**src/rtl/prefetch_byte_queue.sv**
```systemverilog
// Byte-granular circular queue between the prefetch stage and the decoder.
// Holds 1..16-byte fetch fragments, shows an 8-byte window, and carries sticky limit/page-fault markers.
module prefetch_byte_queue #(
    parameter int DEPTH_BYTES  = 32,
    parameter int WINDOW_BYTES = 8
) (
    input  logic         clk,
    input  logic         rst_n,
    input  logic         pr_reset,
    input  logic         prefetched_do,
    input  logic [127:0] prefetched_data,
    input  logic [4:0]   prefetched_length,
    input  logic         prefetchfifo_signal_limit_do,
    input  logic         prefetchfifo_signal_pf_do,
    input  logic         prefetched_accept_do,
    input  logic [3:0]   prefetched_accept_length,
    output logic [5:0]   prefetchfifo_used,
    output logic         prefetchfifo_ready,
    output logic [63:0]  fetch_data,
    output logic [3:0]   fetch_valid,
    output logic         fetch_limit,
    output logic         fetch_page_fault
);

    localparam int PW = $clog2(DEPTH_BYTES);
    localparam int UW = PW + 1;

    logic [PW-1:0] rd_ptr_q, rd_ptr_d;
    logic [PW-1:0] wr_ptr_q, wr_ptr_d;
    logic [UW-1:0] used_q, used_d;
    logic          limit_q, limit_d;
    logic          pf_q, pf_d;

    logic [7:0]             mem [DEPTH_BYTES];
    logic [DEPTH_BYTES-1:0] we;
    logic [7:0]             wbyte [DEPTH_BYTES];

    logic [3:0]    valid_w;
    logic          enq_ok;
    logic          deq_ok;
    logic [UW:0]   space_w;

    assign valid_w = (used_q >= UW'(WINDOW_BYTES)) ? 4'(WINDOW_BYTES) : used_q[3:0];

    assign deq_ok = prefetched_accept_do
                 && (prefetched_accept_length != 4'd0)
                 && (prefetched_accept_length <= 4'(WINDOW_BYTES))
                 && (prefetched_accept_length <= valid_w);

    // Space counts bytes being retired this cycle, so a full queue can still take a fragment.
    assign space_w = (UW+1)'(DEPTH_BYTES) - (UW+1)'(used_q)
                   + (UW+1)'(deq_ok ? prefetched_accept_length : 4'd0);

    assign enq_ok = prefetched_do
                 && (prefetched_length != 5'd0)
                 && (prefetched_length <= 5'd16)
                 && ((UW+1)'(prefetched_length) <= space_w);

    always_comb begin
        rd_ptr_d = rd_ptr_q;
        wr_ptr_d = wr_ptr_q;
        used_d   = used_q;
        limit_d  = limit_q;
        pf_d     = pf_q;
        if (pr_reset) begin
            rd_ptr_d = '0;
            wr_ptr_d = '0;
            used_d   = '0;
            limit_d  = 1'b0;
            pf_d     = 1'b0;
        end else begin
            if (enq_ok) wr_ptr_d = wr_ptr_q + PW'(prefetched_length);
            if (deq_ok) rd_ptr_d = rd_ptr_q + PW'(prefetched_accept_length);
            used_d  = used_q
                    + UW'(enq_ok ? prefetched_length : 5'd0)
                    - UW'(deq_ok ? prefetched_accept_length : 4'd0);
            limit_d = limit_q | prefetchfifo_signal_limit_do;
            pf_d    = pf_q | prefetchfifo_signal_pf_do;
        end
    end

    always_ff @(posedge clk or negedge rst_n) begin
        if (!rst_n) begin
            rd_ptr_q <= '0;
            wr_ptr_q <= '0;
            used_q   <= '0;
            limit_q  <= 1'b0;
            pf_q     <= 1'b0;
        end else begin
            rd_ptr_q <= rd_ptr_d;
            wr_ptr_q <= wr_ptr_d;
            used_q   <= used_d;
            limit_q  <= limit_d;
            pf_q     <= pf_d;
        end
    end

    // Each entry picks its byte by its distance from wr_ptr; only the first 'length' entries write.
    generate
        for (genvar gi = 0; gi < DEPTH_BYTES; gi++) begin : g_wr
            logic [PW-1:0] off;
            assign off       = PW'(gi) - wr_ptr_q;
            assign we[gi]    = enq_ok && !pr_reset && (UW'(off) < UW'(prefetched_length));
            assign wbyte[gi] = prefetched_data[8*off[3:0] +: 8];
        end
    endgenerate

    always_ff @(posedge clk) begin
        for (int e = 0; e < DEPTH_BYTES; e++) begin
            if (we[e]) mem[e] <= wbyte[e];
        end
    end

    generate
        for (genvar gi = 0; gi < WINDOW_BYTES; gi++) begin : g_rd
            logic [PW-1:0] idx;
            assign idx = rd_ptr_q + PW'(gi);
            assign fetch_data[8*gi +: 8] = (4'(gi) < valid_w) ? mem[idx] : 8'h00;
        end
    endgenerate

    assign fetch_valid        = valid_w;
    assign prefetchfifo_used  = used_q[5:0];
    assign prefetchfifo_ready = ((UW+1)'(DEPTH_BYTES) - (UW+1)'(used_q)) >= (UW+1)'(16);
    assign fetch_limit        = limit_q && (used_q == '0);
    assign fetch_page_fault   = pf_q && (used_q == '0);

endmodule

```
**config.mk**
```make
export PLATFORM = sky130hd
export DESIGN_NAME = prefetch_byte_queue
export DESIGN_NICKNAME = d
export VERILOG_FILES = /design/src/rtl/prefetch_byte_queue.sv
export SDC_FILE = /design/constraint.sdc
export NUM_CORES = 1
export LEC_CHECK = 0
export CORE_MARGIN = 2
export CORE_UTILIZATION = 55
export CTS_BUF_LIST = sky130_fd_sc_hd__clkbuf_8 sky130_fd_sc_hd__clkbuf_16
export CTS_CLUSTER_DIAMETER = 120
export CTS_CLUSTER_SIZE = 16
export DETAILED_ROUTE_END_ITERATION = 6
export MAX_ROUTING_LAYER = met4
export PLACE_DENSITY = 0.77
export SLEW_MARGIN = 20
export SYNTH_ARGS = -nofsm -noshare
export SYNTH_HDL_FRONTEND = slang
export SYNTH_SLANG_ARGS = --single-unit
```
**constraint.sdc**
```tcl
create_clock -name clk -period 6 [get_ports clk]
set_clock_uncertainty 0.2 [all_clocks]
set_input_delay 0.9 -clock clk [delete_from_list [all_inputs] [get_ports clk]]
set_output_delay 0.9 -clock clk [all_outputs]
set_load 0.02 [all_outputs]
```
==> flow_summary.ini <==
[clock_tree]
clk_pin_slew_worst_paths_ps = 80
hold_buffers = 0
cts_buffer_depth = 3
clock_sinks = 274
root_buffer = clkbuf_16
worstSkewPairLatency_ps = 550
tritoncts = yes
cts_buffers = 21
htreeDepth = 1

[floorplan]
fp.dieH_microns = 229
placeableCoreArea_sq_um = 50200
initial_core_util_pct = 55.7
die_area_sq_um = 52700
io_pins = 221
rows = 82
die_w_microns = 229

[logic_synthesis]
synth_seq_cells = 274
syn_nets = 2107
ys.flop_type = edfxtp_1
yosys_warnings = 0
ys_seq_area_share_pct = 29.1
synth_area_per_cell_sq_um = 15.2
synthArstFlopShare_pct = 6.57
yosysUniqueCellTypes = 55
synth-edff-count = 256
synth_cells = 1845
netlist_area_sq_um = 28000

[placed_design]
portBuffers = 220
place_ws_ps = -363
place.gp.congestion = 0.964
hpwl_microns = 74900

[critical_path]
crit_path_max_fanout = 4
worstPathRequired_ps = 6230
critPathKind = in -> reg
start_kind = input port
crit_path_end_kind = register
worst_ep_arrival_time_ps = 6030

[finish]
syn_to_final_growth_pct = 14.8
nNetsFinal = 2313
num-fill-cells = 3634
drive_gt1_share_pct = 37.9
utilization_pct = 64.0

[global_routing]
grt_overflow = 0
antenna_found_initial = 3
grt_pass1_wl_microns = 136000
grt_pass1_vias = 19700
grt_use_total_pct = 36.9
grt_max_degree = 138

[timing]
fin_crit_ps = 5800
finalSetupTns_ps = 0
setup_ws_ps = 202
timing.final.crit_share_pct = 96.6
max_slew_margin_pct = 24.3
hold_violations = 0
maxSlewViolCount = 0
setup_viol = 0
fmax_mhz = 172
worst_slew_pin_slew_ps = 1130

[drt]
wl_met3_microns = 15000
initialDrtViolationCount = 3160
routed_wl_microns = 93800
vias_per_cell = 7.65
vias = 20900
wl_met1_microns = 36600
drcViolationCount = 0
ant_nets = 0
wl_met2_microns = 40500
top_layer = met4
avgRoutedWirePerCell_microns = 34.3
firstDrtPassIters = 5

[power_and_ir_drop]
p_per_area_nw_per_um2 = 520
total_power_uw = 16700
leakage_uw = 0.0112
peakVddDrop_uv = 294

[flow_run]
cap_violations = 0

[worst_hold_path]
hp-class = reg -> reg

[outcome]
status = finished, final reports clean
critical path, cell delays in order:
cell and delay [ps]:
clkdlybuf4s50_1 530, ha_4 220, nor2b_1 120, o21a_1 160, o21a_1 190, o21a_1 200
nor3_2 260, ha_2 230, fa_2 440, inv_1 80, ha_1 230, nor2b_1 130
o211ai_1 160, a21oi_1 90, o311a_1 170, a31oi_4 210, buf_4 160, nand2_1 60
fa_1 490, inv_1 40, ha_1 330, a21oi_2 180, o21bai_1 80, a21oi_1 180
xnor2_1 130, nor2_1 50
registers in the layout, summed over array words and instances (netlist names):
name               cells
wr_ptr_q               5
mem                  256
prefetchfifo_used      6
limit_q                1
rd_ptr_q               5
pf_q                   1
final timing paths:
path | from | end | slack [ps] | cells after the start
worst max-delay path | prefetched_accept_length[1] | prefetchfifo_used[5] | 200 | 26
worst min-delay path | pf_q | pf_q | 300 | 2
worst max register to register | prefetchfifo_used[5] | prefetchfifo_used[5] | 230 | 27
worst min register to register | pf_q | pf_q | 300 | 2
max in group asynchronous | rst_n | rd_ptr_q[1] | 4250 | 1
min in group asynchronous | rst_n | prefetchfifo_used[5] | 670 | 1
placed cells by master (no fill, tap or decap), types with 26 or more instances in the layout:
cell type / count
mux4_2: 544
edfxtp_1: 256
clkdlybuf4s50_1: 220
mux2i_1: 164
buf_4: 115
ha_1: 107
nand2_1: 90
inv_1: 80
nand3_1: 52
xnor2_1: 34
a21oi_1: 33
a21o_1: 33
nor2_1: 32
a211oi_2: 31
a211oi_1: 26
area by class of cell:
type / count / area (sq um) / area share (%)
antenna: 1 / 2.50 / 0.00780
sequential: 274 / 8160 / 25.4
tap: 672 / 841 / 2.62
multi-input combinational: 1324 / 18900 / 59.0
inverter: 86 / 323 / 1.01
clock inverter: 8 / 42.5 / 0.133
clock buffer: 22 / 551 / 1.72
timing repair buffer: 344 / 3240 / 10.1
logic make-up after synthesis:
family | count (synthesis) | synth area share [%]
xor gates and xnor gates | 64 | 2.25
DFF | 274 | 29.1
and+or+nand+nor | 227 | 3.79
AOI/OAI and AO/OA | 203 | 5.68
adders and majority gates | 118 | 5.47
buffers and inverters | 247 | 3.86
muxes | 712 | 49.9
per-layer routing:
layer	track usage, %	up-vias
met3	12.2	124
met4	6.15	0
met5	-	-
li1	-	8283
met2	51.3	1715
met1	54.0	10800
synthesized netlist by cell type, types with 9 or more instances:
master      n  area share (%)
a211oi_1   27            0.72
a211oi_2   30             1.3
a21o_1     33            0.89
a21oi_1    35            0.63
a22o_1     15            0.47
a31oi_1    16            0.36
a32o_1      9            0.32
and2_1     24            0.54
buf_1      23            0.31
buf_2      67             1.2
clkbuf_1   58            0.78
dfrtp_1    18             1.6
edfxtp_1  256              27
ha_1      111             5.0
inv_1      76             1.0
mux2i_1   164             5.9
mux4_2    544              44
nand2_1    91             1.2
nand3_1    52            0.93
nor2_1     33            0.44
o21ai_0     9            0.16
xnor2_1    38             1.2
xor2_1     17            0.53
report_power, final:
group,switching (uW),internal (uW)
sequential,438,3050
combinational,6570,5300
clock,681,661
stage by stage:
stage / std cells / hold WS (ps) / instance area, sq um
4_1_cts: 2724 / 303 / 32000
2_1_floorplan: 1845 / 256 / 28000
3_5_place_dp: 2694 / 285 / 31400
5_1_grt: 2731 / 332 / 32100
3_3_place_gp: 2694 / 273 / 31400
6_report: 2731 / 295 / 32100
what timing repair did:
| action | CTS | global route |
|---|---|---|
| resized for setup | 0 | 8 |
| setup buffers | 0 | 4 |
| setup endpoints to repair | 0 | 3 |
Power figures use the tool's default switching activity.
